File: src/rtl/alarm_pkg.sv
// Shared constants, state encoding and helpers
// for the multi-slot alarm scheduler.
package alarm_pkg;

  localparam int TIME_W = 8;
  localparam int SNZ_W = 4;
  localparam logic [TIME_W-1:0] HR_MAX = 8'd23;
  localparam logic [TIME_W-1:0] MIN_MAX = 8'd59;

  typedef enum logic [1:0] {
    ST_IDLE    = 2'b00,
    ST_RINGING = 2'b01,
    ST_SNOOZED = 2'b10
  } state_t;

  function automatic logic [TIME_W-1:0] sat_inc(
    input logic [TIME_W-1:0] v
  );
    return (&v) ? v : v + 1'b1;
  endfunction

endpackage

File: src/rtl/alarm_match.sv
// Compares every armed slot with the current time;
// lowest matching index wins.
module alarm_match
  import alarm_pkg::*;
#(
  parameter int NUM_ALARMS = 4,
  parameter int IDX_W = 2
) (
  input  logic [NUM_ALARMS-1:0][TIME_W-1:0] hrs,
  input  logic [NUM_ALARMS-1:0][TIME_W-1:0] mins,
  input  logic [NUM_ALARMS-1:0]             armed,
  input  logic [TIME_W-1:0]                 currHour,
  input  logic [TIME_W-1:0]                 currMin,
  output logic                              hit,
  output logic [IDX_W-1:0]                  hitIdx
);

  always_comb begin
    hit = 1'b0;
    hitIdx = '0;
    // Scan downward so the lowest index is written last.
    for (int i = NUM_ALARMS - 1; i >= 0; i--) begin
      if (armed[i] && hrs[i] == currHour &&
          mins[i] == currMin) begin
        hit = 1'b1;
        hitIdx = IDX_W'(i);
      end
    end
  end

endmodule

File: src/rtl/alarm_scheduler.sv
// Multi-slot alarm controller: slot table, match,
// and ringing/snooze/timeout state machine.
module alarm_scheduler
  import alarm_pkg::*;
#(
  parameter int NUM_ALARMS = 4,
  parameter int IDX_W = 2,
  parameter int SNOOZE_MIN = 5,
  parameter int MAX_SNOOZE = 3,
  parameter int RING_TIMEOUT_MIN = 10
) (
  input  logic                  clk,
  input  logic                  reset,
  input  logic                  minTick,
  input  logic [TIME_W-1:0]     currHour,
  input  logic [TIME_W-1:0]     currMin,
  input  logic                  wrEn,
  input  logic [IDX_W-1:0]      wrIdx,
  input  logic [TIME_W-1:0]     wrHr,
  input  logic [TIME_W-1:0]     wrMin,
  input  logic                  wrArm,
  input  logic                  snooze,
  input  logic                  stop,
  input  logic                  motionDetected,
  output logic                  alarmOut,
  output logic [IDX_W-1:0]      activeIdx,
  output logic [1:0]            state,
  output logic [SNZ_W-1:0]      snoozeCnt,
  output logic [NUM_ALARMS-1:0] armedMask
);

  logic [NUM_ALARMS-1:0][TIME_W-1:0] hr_q;
  logic [NUM_ALARMS-1:0][TIME_W-1:0] min_q;
  logic                 wr_ok;
  logic                 kill;
  logic                 hit;
  logic [IDX_W-1:0]     hit_idx;
  state_t               st_q;
  state_t               st_d;
  logic [IDX_W-1:0]     idx_d;
  logic [SNZ_W-1:0]     cnt_d;
  logic [TIME_W-1:0]    ring_q;
  logic [TIME_W-1:0]    ring_d;
  logic [TIME_W-1:0]    snz_q;
  logic [TIME_W-1:0]    snz_d;
  logic [TIME_W-1:0]    ring_inc;
  logic [TIME_W-1:0]    snz_inc;

  assign wr_ok = wrEn && wrHr <= HR_MAX &&
                 wrMin <= MIN_MAX &&
                 int'(wrIdx) < NUM_ALARMS;
  assign kill = wr_ok && !wrArm &&
                wrIdx == activeIdx;
  assign state = st_q;
  assign ring_inc = sat_inc(ring_q);
  assign snz_inc = sat_inc(snz_q);

  alarm_match #(
    .NUM_ALARMS(NUM_ALARMS),
    .IDX_W(IDX_W)
  ) u_match (
    .hrs(hr_q),
    .mins(min_q),
    .armed(armedMask),
    .currHour(currHour),
    .currMin(currMin),
    .hit(hit),
    .hitIdx(hit_idx)
  );

  always_ff @(posedge clk or negedge reset) begin
    if (!reset) begin
      hr_q <= '0;
      min_q <= '0;
      armedMask <= '0;
    end else if (wr_ok) begin
      hr_q[wrIdx] <= wrHr;
      min_q[wrIdx] <= wrMin;
      armedMask[wrIdx] <= wrArm;
    end
  end

  always_comb begin
    st_d = st_q;
    idx_d = activeIdx;
    cnt_d = snoozeCnt;
    ring_d = ring_q;
    snz_d = snz_q;
    case (st_q)
      ST_IDLE: begin
        if (minTick && hit) begin
          st_d = ST_RINGING;
          idx_d = hit_idx;
          cnt_d = '0;
        end
      end
      ST_RINGING: begin
        if (kill || stop || motionDetected) begin
          st_d = ST_IDLE;
        end else if (snooze &&
            snoozeCnt < SNZ_W'(MAX_SNOOZE)) begin
          st_d = ST_SNOOZED;
          cnt_d = snoozeCnt + 1'b1;
        end else if (minTick) begin
          ring_d = ring_inc;
          if (ring_inc >= TIME_W'(RING_TIMEOUT_MIN))
            st_d = ST_IDLE;
        end
      end
      ST_SNOOZED: begin
        if (kill || stop) begin
          st_d = ST_IDLE;
        end else if (minTick && hit) begin
          st_d = ST_RINGING;
          idx_d = hit_idx;
          cnt_d = '0;
        end else if (minTick) begin
          snz_d = snz_inc;
          if (snz_inc >= TIME_W'(SNOOZE_MIN))
            st_d = ST_RINGING;
        end
      end
      default: st_d = ST_IDLE;
    endcase
    // Any state change restarts both minute timers.
    if (st_d != st_q) begin
      ring_d = '0;
      snz_d = '0;
    end
  end

  always_ff @(posedge clk or negedge reset) begin
    if (!reset) begin
      st_q <= ST_IDLE;
      alarmOut <= 1'b0;
      activeIdx <= '0;
      snoozeCnt <= '0;
      ring_q <= '0;
      snz_q <= '0;
    end else begin
      st_q <= st_d;
      alarmOut <= (st_d == ST_RINGING);
      activeIdx <= idx_d;
      snoozeCnt <= cnt_d;
      ring_q <= ring_d;
      snz_q <= snz_d;
    end
  end

endmodule

File: config.mk
export PLATFORM = sky130hd
export DESIGN_NAME = alarm_scheduler
export DESIGN_NICKNAME = d
export VERILOG_FILES = /design/src/rtl/alarm_pkg.sv /design/src/rtl/alarm_match.sv /design/src/rtl/alarm_scheduler.sv
export SDC_FILE = /design/constraint.sdc
export NUM_CORES = 1
export LEC_CHECK = 0
export CORE_MARGIN = 1.5
export CORE_UTILIZATION = 50
export DETAILED_ROUTE_END_ITERATION = 12
export GPL_TIMING_DRIVEN = 0
export PLACE_DENSITY = 0.75
export SYNTH_ARGS = -nofsm -noshare
export SYNTH_HDL_FRONTEND = slang
export SYNTH_SLANG_ARGS = --single-unit
File: constraint.sdc
create_clock -name clk -period 2.7 [get_ports clk]
set_clock_uncertainty 0.2 [all_clocks]
set_input_delay 0.405 -clock clk [delete_from_list [all_inputs] [get_ports clk]]
set_output_delay 0.405 -clock clk [all_outputs]
set_load 0.01 [all_outputs]
# After elaboration in Yosys (flattened, before gate mapping)
# Cells that the tools add are included.
# W data, S select, Z words.
# totals
output_inout_bits	13
register_bits	93
elab_cells	120
input_bits	42
# classes
n_lt_le_gt_ge	7
eq_ne	20
n_addsub	3
reduce_logical	30
n_mux	45
# op_table
operator	count
$mux W8	13
$bwmux W32	2
$eq A8 B8 Y1	8
$mux W2	15
$add A8 B1 Y8 const B	2
$demux W8 S2	1
$mux W4	4
$reduce_and A8 Y1	2
$logic_and A1 B1 Y1	15
$pmux W4 S3	1
$reduce_and A4 Y1	3
$ge A8 B3 Y1 const B	1
$ge A8 B4 Y1 const B	1
$le A8 B5 Y1 const B	1
$le A8 B6 Y1 const B	1
$ne A2 B1 Y1 const B	4
$reduce_bool A2 Y1	4
$ne A2 B2 Y1 const B	3
$pmux W2 S3	1
$mux W1	5
$add A4 B1 Y4 const B	1
$bwmux W4	1
$eq A2 B1 Y1 const B	2
$lt A4 B2 Y1 const B	1
12 further kinds	13

# Longest topological paths before layout
# depth
ltp_word	14
ltp_mapped	10
mapped_depth_nobuf	8

# Cells and area by module
# A second synthesis with hierarchy kept.
# hier_totals
cells_unflattened	419
hier_area_um2	4802.1
# by_module_without_submodules
mod	seq_area_each_um2	area_per_inst_um2	n_inst	cells_per_inst
alarm_scheduler	2327.2	4031.4	1	324
alarm_match	0.0	770.7	1	95

# Worst setup path after synthesis
# OpenSTA, ideal clock, no wires.
# synth_path
path_type	reg-to-reg
from	register snz_q[0]
to	register ring_q[5]
setup_ns	0.081
slack_ns	0.118
stages_incl_launch_ff	11
arrival_ns	2.301
synth_period_minus_slack_ns	2.582
t_required_ns	2.419
path_buffers	2
cell_sequence	dfrtp_1 > ha_1 > and2_1 > buf_4 > a21o_1 > a2111oi_4 > a21oi_1 > o31ai_4 > o31ai_4 > buf_6 > nor3_2
# synth_via
elab_chain_cells	11
elab_cells_between_ends	16
cone_classes	add/sub: 1; order compare: 1; eq/ne: 3; mux: 7; reduce/logical: 4
# synth_rtl
item	line	source
from (decl)	alarm_scheduler.sv:44	logic [TIME_W-1:0] snz_q;
from (signal assigned)	alarm_scheduler.sv:146	snz_q <= snz_d;
$add A8 B1 Y8 / $reduce_and A8 Y1 (equally long branches)	alarm_pkg.sv:19	return (&v) ? v : v + 1'b1;
$mux W8 *	alarm_pkg.sv:19	
$ge A8 B3 Y1 *	alarm_scheduler.sv:119	if (snz_inc >= TIME_W'(SNOOZE_MIN))
$mux W2 *	alarm_scheduler.sv:119	
$mux W2 *	alarm_scheduler.sv:117	end else if (minTick) begin
$mux W2 *	alarm_scheduler.sv:113	end else if (minTick && hit) begin
$mux W2 *	alarm_scheduler.sv:111	if (kill || stop) begin
$pmux W2 S3 *	alarm_scheduler.sv:89	case (st_q)
$ne A2 B2 Y1 *	alarm_scheduler.sv:126	if (st_d != st_q) begin
$ne A2 B1 Y1 (no source line) / $reduce_bool A2 Y1 (equally long branches)	-	
$reduce_and A4 Y1 (no source line)	-	
to (signal assigned)	alarm_scheduler.sv:145	ring_q <= ring_d;
to (decl)	alarm_scheduler.sv:42	logic [TIME_W-1:0] ring_q;
# Mark *: on every way between the ends. The rest lies on a longest branch, timed or not.
# A chain may end at the register's enable or synchronous reset.

# Worst setup path after layout
# layout_path
from	input currHour[3]
to	register snz_q[7]
# layout_via
elab_chain_cells	14
elab_cells_between_ends	28
cone_classes	eq/ne: 7; mux: 9; reduce/logical: 12
# layout_rtl
item	line	source
from (decl)	alarm_scheduler.sv:15	input logic [TIME_W-1:0] currHour,
$eq A8 B8 Y1	alarm_match.sv:23	if (armed[i] && hrs[i] == currHour &&
$logic_and A1 B1 Y1 (2 in a row)	alarm_match.sv:23	
$mux W1 (3 in a row)	alarm_match.sv:23	
$mux W1 *	alarm_match.sv:23	
$logic_and A1 B1 Y1 *	alarm_scheduler.sv:91, alarm_scheduler.sv:113	
$mux W2	alarm_scheduler.sv:113	
$mux W2	alarm_scheduler.sv:111	
$pmux W2 S3	alarm_scheduler.sv:89	
$ne A2 B2 Y1	alarm_scheduler.sv:126	
$ne A2 B1 Y1 (no source line) / $reduce_bool A2 Y1 (equally long branches)	-	
$reduce_and A4 Y1 (no source line)	-	
# Marks and branches as above.

==> impl_metrics.csv <==
group,metric,value,unit
run_status,status,"complete, no violations",
synthesis,yosysSeqAreaShare,0.4768,
finish,fin_nets,550,
cts,clkSinkCount,93,
synthesis,yosys_warnings,0,
floorplanning,rows,35,
synthesis,synth-async-reset-ratio,1.000,
floorplanning,die_w,101.8,um
timing,fin_crit_sh,0.9776,
drt,vias,3563,
synthesis,yosysUniqueCellTypes,58,
cts,clk_pin_slew,0.10,ns
placement,port_buffers,53,
timing,finalMaxSlewViolations,0,
worst_setup_path,path_max_fanout,6,
finish,layout-drive-gt1-share,0.2941,
drt,drtIter0Drc,140,
worst_setup_path,crit_required,2.74,ns
placement,place.gp.congestion,0.8605,
global_routing,grt_pass1_vias,3774,
power,ir_drop,0.0003259,V
global_routing,grt.overflow.total,0,
global_routing,grt_usage,0.2394,
timing,relSlewSlack,0.6414,
drt,drt-pass1-iter-count,4,
worst_setup_path,cp.arrival,2.68,ns
synthesis,synth_seq_cells,93,
floorplanning,io_pins,55,
floorplanning,fp.coreArea,0.009371,mm2
floorplanning,initial_utilization,0.5208,
synthesis,yosys.cell_count.top_type,"dfrtp_1",
drt,wirelength,11660,um
finish,antenna_cells,0,
floorplanning,dieHeight,101.8,um
cts,ctsHtreeMaxLevel,3,
timing,setup_tns,0,ns
drt,avgViaCountPerCell,5.576,
cts,cts_tree,"yes",
placement,hpwlAfterDp,8181,um
synthesis,synth.area.top_cells,"dfrtp_1 48%, mux2_2 12%, xor2_1 11%",
power,p_per_area,435.6,mW/mm2
timing,worst_slack,0.06052,ns
worst_setup_path,startpoint_type,"primary input",
cts,cts_buffers,9,
job,drv_cap,0,
drt,postRouteAntennaNets,0,
synthesis,synth_nets,464,
global_routing,grt_max_degree,63,
global_routing,grt_pass1_wl,18930,um
cts,clockBufferDepth,2,
min_path,hold_path.class,"register to register",
synthesis,syn_inst,419,
timing,max_freq,0.3789,GHz
timing,setup_viol,0,
synthesis,synth_edf_count,0,
drt,drc,0,
drt,wl_per_cell,18.25,um
global_routing,antenna_found_initial,0,
synthesis,ys.flop_type,"dfrtp_1",
power,p_leak,2.964,nW
synthesis,synth_area_leader_cell,"dfrtp_1",
worst_setup_path,path_class,"primary input to register",
synthesis,ys_top_cells_by_count,"93 x dfrtp_1, 64 x xor2_1, 50 x mux2_2",
synthesis,netlist.area_leader.share,0.4768,
timing,rsz0062_at_grt,"yes",
cts,clock-root-buffer,"clkbuf_8",
synthesis,syn_area,0.004881,mm2
synthesis,postSynthAreaPerCell,11.65,um2
floorplanning,dieArea,0.01036,mm2
finish,area_growth,27.53,%
placement,place_ws,-0.9022,ns
worst_setup_path,end_kind,"register",
cts,clock_latency,0.36,ns
timing,finalHoldViolCount,0,
timing,tightest_slew,0.5379,ns
timing,fin_crit,2.639,ns
worst max-delay path, stage by stage:
cell           delay [ns]
dlygate4sd2_1        0.33
xor2_1               0.23
nor4_2               0.37
nand4_1              0.28
o22ai_4              0.33
nor3_4               0.09
o31ai_4              0.40
buf_6                0.20
a211oi_2             0.04
report_power, final:
part           internal, mW  total [mW]  leakage (nW)  switching [mW]
clock                 0.369       0.936        0.0990           0.567
combinational         0.144       0.304          1.58           0.160
sequential             1.44        1.47          1.29          0.0332
layout by cell type, fill, tap and decap left out, types with 3 or more instances in the layout:
cell type / instances
a21boi_0: 3
a21oi_1: 14
a21oi_2: 3
a311oi_1: 3
a311oi_2: 4
a31oi_1: 3
and2_1: 7
and3_1: 6
buf_2: 5
buf_4: 23
buf_6: 5
clkbuf_8: 9
clkdlybuf4s50_1: 30
dfrtp_1: 92
dlygate4sd2_1: 13
dlymetal6s2s_1: 9
inv_8: 3
mux2_2: 50
nand2_1: 14
nand2b_1: 3
nand3_1: 6
nand4_1: 9
nor2_1: 14
nor2b_1: 16
nor3_1: 6
nor3_2: 5
nor3_4: 3
nor3b_1: 3
nor4_1: 3
nor4_2: 10
o21ai_0: 8
xnor2_1: 5
xor2_1: 63
state kept, by name (all words and copies together), names as in the netlist:
signal / cells
min_q: 32
armedMask: 4
snz_q: 8
ring_q: 8
state: 2
alarmOut: 1
activeIdx: 2
hr_q: 32
snoozeCnt: 4
path summary, 6_finish.rpt:
check	endpoint	start	slack (ns)	cells after the start
max in group asynchronous	hr_q[17]	reset	1.32	3
worst max register to register	snz_q[7]	hr_q[27]	0.09	8
worst max-delay path	snz_q[7]	currHour[3]	0.06	9
worst min register to register	min_q[14]	min_q[14]	0.32	1
worst min-delay path	min_q[14]	min_q[14]	0.32	1
min in group asynchronous	snz_q[4]	reset	0.34	2
per-layer routing:
layer / up-vias / GRT usage / routed length, um
li1: 1685 / - / -
met1: 1800 / 0.3007 / 5037
met2: 64 / 0.4272 / 6147
met3: 14 / 0.03589 / 292
met4: 0 / 0.07051 / 185
met5: - / 0 / 0
layout make-up:
cell class,instances,area (um2)
fillers,756,3147
multi-input cells,310,2686
flip-flops and latches,93,2328
repair buffers,77,760.7
well taps,129,161.4
clock buffers,9,123.9
plain buffers,13,85.08
clock inverters,7,75.07
inverters,1,3.754
cells by family after synthesis:
logic type | count (synthesis) | share of synthesized area
flops | 93 | 0.4768
buf+inv | 16 | 0.02051
xor+xnor | 69 | 0.1238
compound gates | 61 | 0.09869
mux | 52 | 0.1195
fa+ha+maj | 4 | 0.009742
simple gates | 124 | 0.1510
through the flow:
stage	hold slack, ns	power, mW	instances	instance area, um2	utilization
floorplan	-0.09059	1.613	419	4881	-
global placement	0.2911	1.771	601	5573	0.5947
detailed placement	0.1859	1.784	602	5598	0.5973
CTS	0.3105	2.720	630	6018	0.6422
global route	0.3191	2.809	639	6225	0.6642
finish	0.3220	2.712	639	6225	0.6642
what timing repair did:
item                                   CTS  global route
setup endpoints to repair               39            34
resized for setup                       37            33
hold buffers                             1             0
pin swaps                               18            18
setup buffers                           12             9
endpoints found under the hold margin   31             0
gates cloned                             1             0
Note: power is estimated with default switching activity, not from simulation.
==> patch 1, RTL diff (same settings) <==
Put one more register stage on the output `snoozeCnt`. The value now appears one clock later. The other outputs are not delayed to match.
--- a/src/rtl/alarm_scheduler.sv
+++ b/src/rtl/alarm_scheduler.sv
@@ -28,6 +28,8 @@
   output logic [SNZ_W-1:0]      snoozeCnt,
   output logic [NUM_ALARMS-1:0] armedMask
 );
+
+  logic [SNZ_W-1:0] snoozeCnt_s0;
 
   logic [NUM_ALARMS-1:0][TIME_W-1:0] hr_q;
   logic [NUM_ALARMS-1:0][TIME_W-1:0] min_q;
@@ -83,7 +85,7 @@
   always_comb begin
     st_d = st_q;
     idx_d = activeIdx;
-    cnt_d = snoozeCnt;
+    cnt_d = snoozeCnt_s0;
     ring_d = ring_q;
     snz_d = snz_q;
     case (st_q)
@@ -98,9 +100,9 @@
         if (kill || stop || motionDetected) begin
           st_d = ST_IDLE;
         end else if (snooze &&
-            snoozeCnt < SNZ_W'(MAX_SNOOZE)) begin
+            snoozeCnt_s0 < SNZ_W'(MAX_SNOOZE)) begin
           st_d = ST_SNOOZED;
-          cnt_d = snoozeCnt + 1'b1;
+          cnt_d = snoozeCnt_s0 + 1'b1;
         end else if (minTick) begin
           ring_d = ring_inc;
           if (ring_inc >= TIME_W'(RING_TIMEOUT_MIN))
@@ -134,18 +136,22 @@
       st_q <= ST_IDLE;
       alarmOut <= 1'b0;
       activeIdx <= '0;
-      snoozeCnt <= '0;
+      snoozeCnt_s0 <= '0;
       ring_q <= '0;
       snz_q <= '0;
     end else begin
       st_q <= st_d;
       alarmOut <= (st_d == ST_RINGING);
       activeIdx <= idx_d;
-      snoozeCnt <= cnt_d;
+      snoozeCnt_s0 <= cnt_d;
       ring_q <= ring_d;
       snz_q <= snz_d;
     end
   end
 
+  always_ff @(posedge clk) begin
+    snoozeCnt <= snoozeCnt_s0;
+  end
+
 endmodule
 
Formal check against the unedited RTL: not equivalent (Yosys sat finds a counterexample within 4 cycles, from zero or initial values and one cycle with reset low).
==> patch 1 against the original RTL <==
  * Total power grew 0.40%
  * Cell area shrank 2.5%
  * Synthesized area grew 1.1%
  * Setup slack lost 0.021 ns
  * Sequential cell count grew 4
  * Wire length shrank 1.0%
  * Register-to-register slack gained 0.05 ns
  * Critical path type unchanged
  * Largest cell class unchanged
==> patch 1: results <==
[synth]
synthTopCellsByArea = "dfrtp_1 47%, mux2_2 11%, xnor2_1 6.7%"
ys_warn_count = 0
synth_async_sr_flop_share_pct = 95.9
ys_types = 59
syn_nets = 472
synthTopCellsByCount = "93 x dfrtp_1, 47 x mux2_2, 38 x xnor2_1"
synth_cells = 427
ys_seq_area_share_pct = 48.8

[placed_design]
gp_congestion = 0.890
portBuffers = 53
dp_slack_ns = -0.933
dp.cells = 614
place_area_um2 = 5660
hpwl_um = 8000

[critical_path]
critPathSlowestCell = "clkdlybuf4s50_1"
cp.arrival_ns = 2.73
regToRegStartpoint = "snz_q[0]$_DFFE_PN0P_"
worst-path-max-fanout = 10
crit_family = "buffers and inverters"
reg2regPathDepth = 9
r2r-end = "snz_q[5]$_DFFE_PN0P_"
critPathMaxStageDelay_ns = 0.59
r2r_slack_ns = 0.14

[grt]
track_usage_pct = 23.6
grt_pass1_vias = 3527
grtUsageMet1_pct = 33.0
grt_first_pass_wirelength_um = 18400
use_met2_pct = 37.0
grt_max_degree = 65
met3_usage_pct = 4.65

[power]
p_leak_nw = 2.89
peakVddDrop_mv = 0.319

[min_path]
min_path_cells = 0
min_to = "snoozeCnt[3]$_DFF_P_"
min-delay-start = "snoozeCnt_s0[3]$_DFFE_PN0P_"
hold_path.class = "register to register"

[cells_and_area]
drive_gt1_share_pct = 25.0
final_nets = 543
n_fill_cell = 764

[detailed_routing]
routedWlPerCell_um = 18.1
drt-initial-drc-count = 206
detail_route.vias_per_cell = 5.59

[cts]
root_buffer = "clkbuf_8"

[outcome]
outcome = "completed"

[sta]
relSlewSlack_pct = 62.1
==> patch 1: cell types whose count changed in the layout (fill, tap and decap cells not counted), moves of 9 or more <==
| cell | delta |
|---|---|
| inv_1 | +11 |
| dlygate4sd2_1 | -11 |
| xor2_1 | -35 |
| nor2_1 | -9 |
| xnor2_1 | +28 |
| buf_4 | -13 |
==> patch 1: per-layer routing <==
layer / up-vias / share of wire, %
li1: 1678 / -
met4: 0 / 1.3
met3: 14 / 3.9
met1: 1769 / 48
met2: 94 / 47
met5: - / 0
==> patch 1: through the flow <==
step                hold WS (ns)  total power [W]
floorplan                -0.0906          0.00169
global placement           0.177          0.00184
detailed placement         0.180          0.00186
CTS                        0.204          0.00273
global route               0.228          0.00282
finish                     0.220          0.00272
==> patch 1: worst max path at each step <==
stage,start,endpoint,slack [ns]
2_1_floorplan,wrHr[5],armedMask[3]$_DFFE_PN0P_,0.34
3_3_place_gp,reset,snz_q[4]$_DFFE_PN0P_,-2.36
3_5_place_dp,wrHr[4],armedMask[3]$_DFFE_PN0P_,-0.93
4_1_cts,currHour[3],snz_q[4]$_DFFE_PN0P_,0.02
5_1_grt,wrMin[5],snz_q[6]$_DFFE_PN0P_,-0.01
6_report,wrMin[5],snz_q[6]$_DFFE_PN0P_,0.04
==> patch 1: power by group <==
part           leakage (nW)  total, W  internal, W  switching (W)
sequential             1.28   0.00153      0.00150      0.0000355
clock                0.0868  0.000873     0.000362       0.000512
combinational          1.52  0.000315     0.000162       0.000153
==> patch 1: logic make-up after synthesis <==
| group | after synthesis | share of synthesized area [%] |
|---|---|---|
| AOI/OAI and AO/OA | 52 | 8.21 |
| DFF | 97 | 48.8 |
| muxes | 52 | 11.7 |
| and+or+nand+nor | 126 | 15.7 |
| xor gates and xnor gates | 67 | 11.9 |
| buffers and inverters | 29 | 2.71 |
| adders and majority gates | 4 | 0.963 |
==> patch 1: timing repair <==
action / in CTS / in global routing
buffers inserted: 3 / 4
cloned: 0 / 0
hold buffers: 1 / 0
setup endpoints to repair: 67 / 22
resized for setup: 15 / 31
pin swaps: 3 / 6
hold endpoints to repair: 29 / 0
==> patch 1: worst reg2reg max path, stage by stage, from the launching register on <==
cell and delay, ns:
dfrtp_2 0.44, ha_2 0.23, and3_1 0.22, xnor2_1 0.14, o31ai_1 0.21, o2111ai_1 0.18, nor2b_2 0.21, a211o_4 0.38
buf_6 0.18, a21oi_2 0.10
==> patch 1: area by class of cell <==
cell class | count | area (um2) | area share (%)
Inverter | 12 | 45.0 | 0.742
Sequential cell | 97 | 2410 | 39.7
Clock buffer | 12 | 145 | 2.39
Multi-Input combinational cell | 301 | 2540 | 41.9
Clock inverter | 4 | 26.3 | 0.433
Buffer | 15 | 86.3 | 1.42
Timing Repair Buffer | 62 | 651 | 10.7
Tap cell | 133 | 166 | 2.74
==> patch 2, RTL diff (same settings) <==
Without the edit above. Set the package constant `TIME_W` to 12 (it was 8).
--- a/src/rtl/alarm_pkg.sv
+++ b/src/rtl/alarm_pkg.sv
@@ -2,7 +2,7 @@
 // for the multi-slot alarm scheduler.
 package alarm_pkg;
 
-  localparam int TIME_W = 8;
+  localparam int TIME_W = 12;
   localparam int SNZ_W = 4;
   localparam logic [TIME_W-1:0] HR_MAX = 8'd23;
   localparam logic [TIME_W-1:0] MIN_MAX = 8'd59;
Ports: changed (resized currHour, currMin, wrHr and wrMin); port bits go from 55 to 71. No check against the original RTL was run, so the function may have changed too.
==> patch 2 against the original RTL <==
  * The flow now finishes with violations (setup timing)
  * Die area increased by 41%
  * Synthesized area increased by 42%
  * Cell area increased by 46%
  * Cell count increased by 45%
  * Total power increased by 62%
  * Clock power increased by 130%
  * Wire length increased by 56%
  * Utilization increased by 1.3 points
  * Sequential cell count increased by 40
  * Setup slack got worse by 0.21 ns
  * Largest cell class unchanged
  * Largest power group is now clock
  * Highest routed layer unchanged
==> patch 2: results <==
[critical_path]
worst-path-max-fanout = 10
cp.arrival_ns = 2.99
critPathSlowestCell = "o311a_4"
critPathMaxStageDelay_ns = 0.41
crit_family = "simple AND/OR/NAND/NOR gates"

[detailed_routing]
routedWlPerCell_um = 19.6
dr.pass1.iters = 4
detail_route.vias_per_cell = 5.75
drt-initial-drc-count = 507
routed_wl_um = 18200

[synth]
ys_warn_count = 0
synth_async_sr_flop_share_pct = 100
synthTopCellsByArea = "dfrtp_1 48%, xnor2_1 8.2%, mux2_2 7.9%"
synthTopCellsByCount = "133 x dfrtp_1, 65 x xnor2_1, 50 x xor2_1"
syn_nets = 676
ys_seq_area_share_pct = 47.9
avgSynthCellArea_um2 = 11.3
ys_types = 56
synth.most_common_cell = "dfrtp_1"

[cts]
clk_pin_slew_worst_paths_ns = 0.06
cts.path.max_buffers = 2
root_buffer = "clkbuf_16"
cts_buffers = 17
clkLatencyLatePin_ns = 0.42
h-tree-depth = 4

[power]
peakVddDrop_mv = 0.363
p_leak_nw = 4.25

[cells_and_area]
n_fill_cell = 966
insertedDiodeCount = 0
final_nets = 800
drive_gt1_share_pct = 28.6
reg_top3 = "hr_q: 48 flops, min_q: 48 flops"

[outcome]
outcome = "complete, but fails checks"
violations = "setup timing"

[grt]
grt_first_pass_wirelength_um = 28300
grt_pass1_vias = 5399
antenna_found_initial = 0
track_usage_pct = 25.8
grt_max_degree = 107

[min_path]
hold_path.class = "input port to register"

[placed_design]
gp_congestion = 0.872
dp.cells = 860
portBuffers = 68
hpwl_um = 12600

[sta]
final-max-slew-violation-count = 0
setup_slack_ns = -0.147
worst_slew_pin_slew_ns = 0.703
setup_viol = 23
patch 2: cell types whose count changed in the layout (fill, tap and decap cells not counted), moves of 13 or more:
cell	unedited run	this run
clkbuf_16	0	18
xor2_1	63	48
dfrtp_1	92	125
nor3_2	5	19
nor2b_1	16	40
nand4_1	9	22
xnor2_1	5	63
buf_4	23	36
patch 2: path summary, 6_finish.rpt:
| kind | start | cells after the start | slack (ns) | end |
|---|---|---|---|---|
| worst max-delay path | snz_q[1]$_DFFE_PN0P_ | 10 | -0.15 | snz_q[3]$_DFFE_PN0P_ |
| worst min-delay path | wrMin[2] | 2 | 0.19 | min_q[14]$_DFFE_PN0P_ |
| worst max register to register | snz_q[1]$_DFFE_PN0P_ | 10 | -0.15 | snz_q[3]$_DFFE_PN0P_ |
| min in group asynchronous | reset | 2 | 0.22 | hr_q[8]$_DFFE_PN0P_ |
| max in group asynchronous | reset | 3 | 1.24 | snz_q[0]$_DFFE_PN0P_ |
| worst min register to register | hr_q[43]$_DFFE_PN0P_ | 1 | 0.30 | hr_q[43]$_DFFE_PN0P_ |
patch 2: cell type report:
class	instances	area (um2)	area share [%]
buffer	26	204	2.25
clock buffer	25	495	5.46
clock inverter	6	46.3	0.510
inverter	4	15.0	0.165
multi-input combinational	452	3730	41.1
sequential	133	3340	36.8
tap	176	220	2.43
timing repair buffer	105	1020	11.3
patch 2: kinds of logic after synthesis:
logic type      synth area share, %
simple gates                   21.4
flops                          47.9
xor+xnor                       14.5
mux                            9.23
compound gates                 4.12
buf+inv                        2.37
fa+ha+maj                     0.540
patch 2: where the power goes:
part           switching [W]  internal (W)  total [W]
clock network       0.000841       0.00127    0.00211
logic               0.000159      0.000125   0.000284
registers         0.00000239       0.00200    0.00200
patch 2: per-layer routing:
| layer | vias up | routed length, um | global-route usage, % |
|---|---|---|---|
| met4 | 0 | 338 | 8.46 |
| met2 | 198 | 8710 | 41.1 |
| li1 | 2403 | - | - |
| met3 | 27 | 1130 | 5.31 |
| met1 | 2700 | 8020 | 35.4 |
| met5 | - | 0 | 0 |
patch 2: through the flow:
| step | setup slack (ns) | utilization [%] | TNS, ns | cell area (um2) |
|---|---|---|---|---|
| floorplan | 0.138 | - | 0 | 6950 |
| global placement | -4.00 | 58.6 | -593.57 | 7860 |
| detailed placement | -0.917 | 58.8 | -69.58 | 7880 |
| CTS | -0.00160 | 64.9 | -0.00160 | 8700 |
| global route | -0.238 | 67.7 | -4.44 | 9080 |
| finish | -0.147 | 67.7 | -2.36 | 9080 |
patch 2: what timing repair did:
action	CTS	global route
hold buffers	1	0
endpoints found under the hold margin	27	0
gates cloned	1	1
setup endpoints to repair	86	61
buffers inserted	19	14
pin swaps	8	32
gates resized for setup	43	71
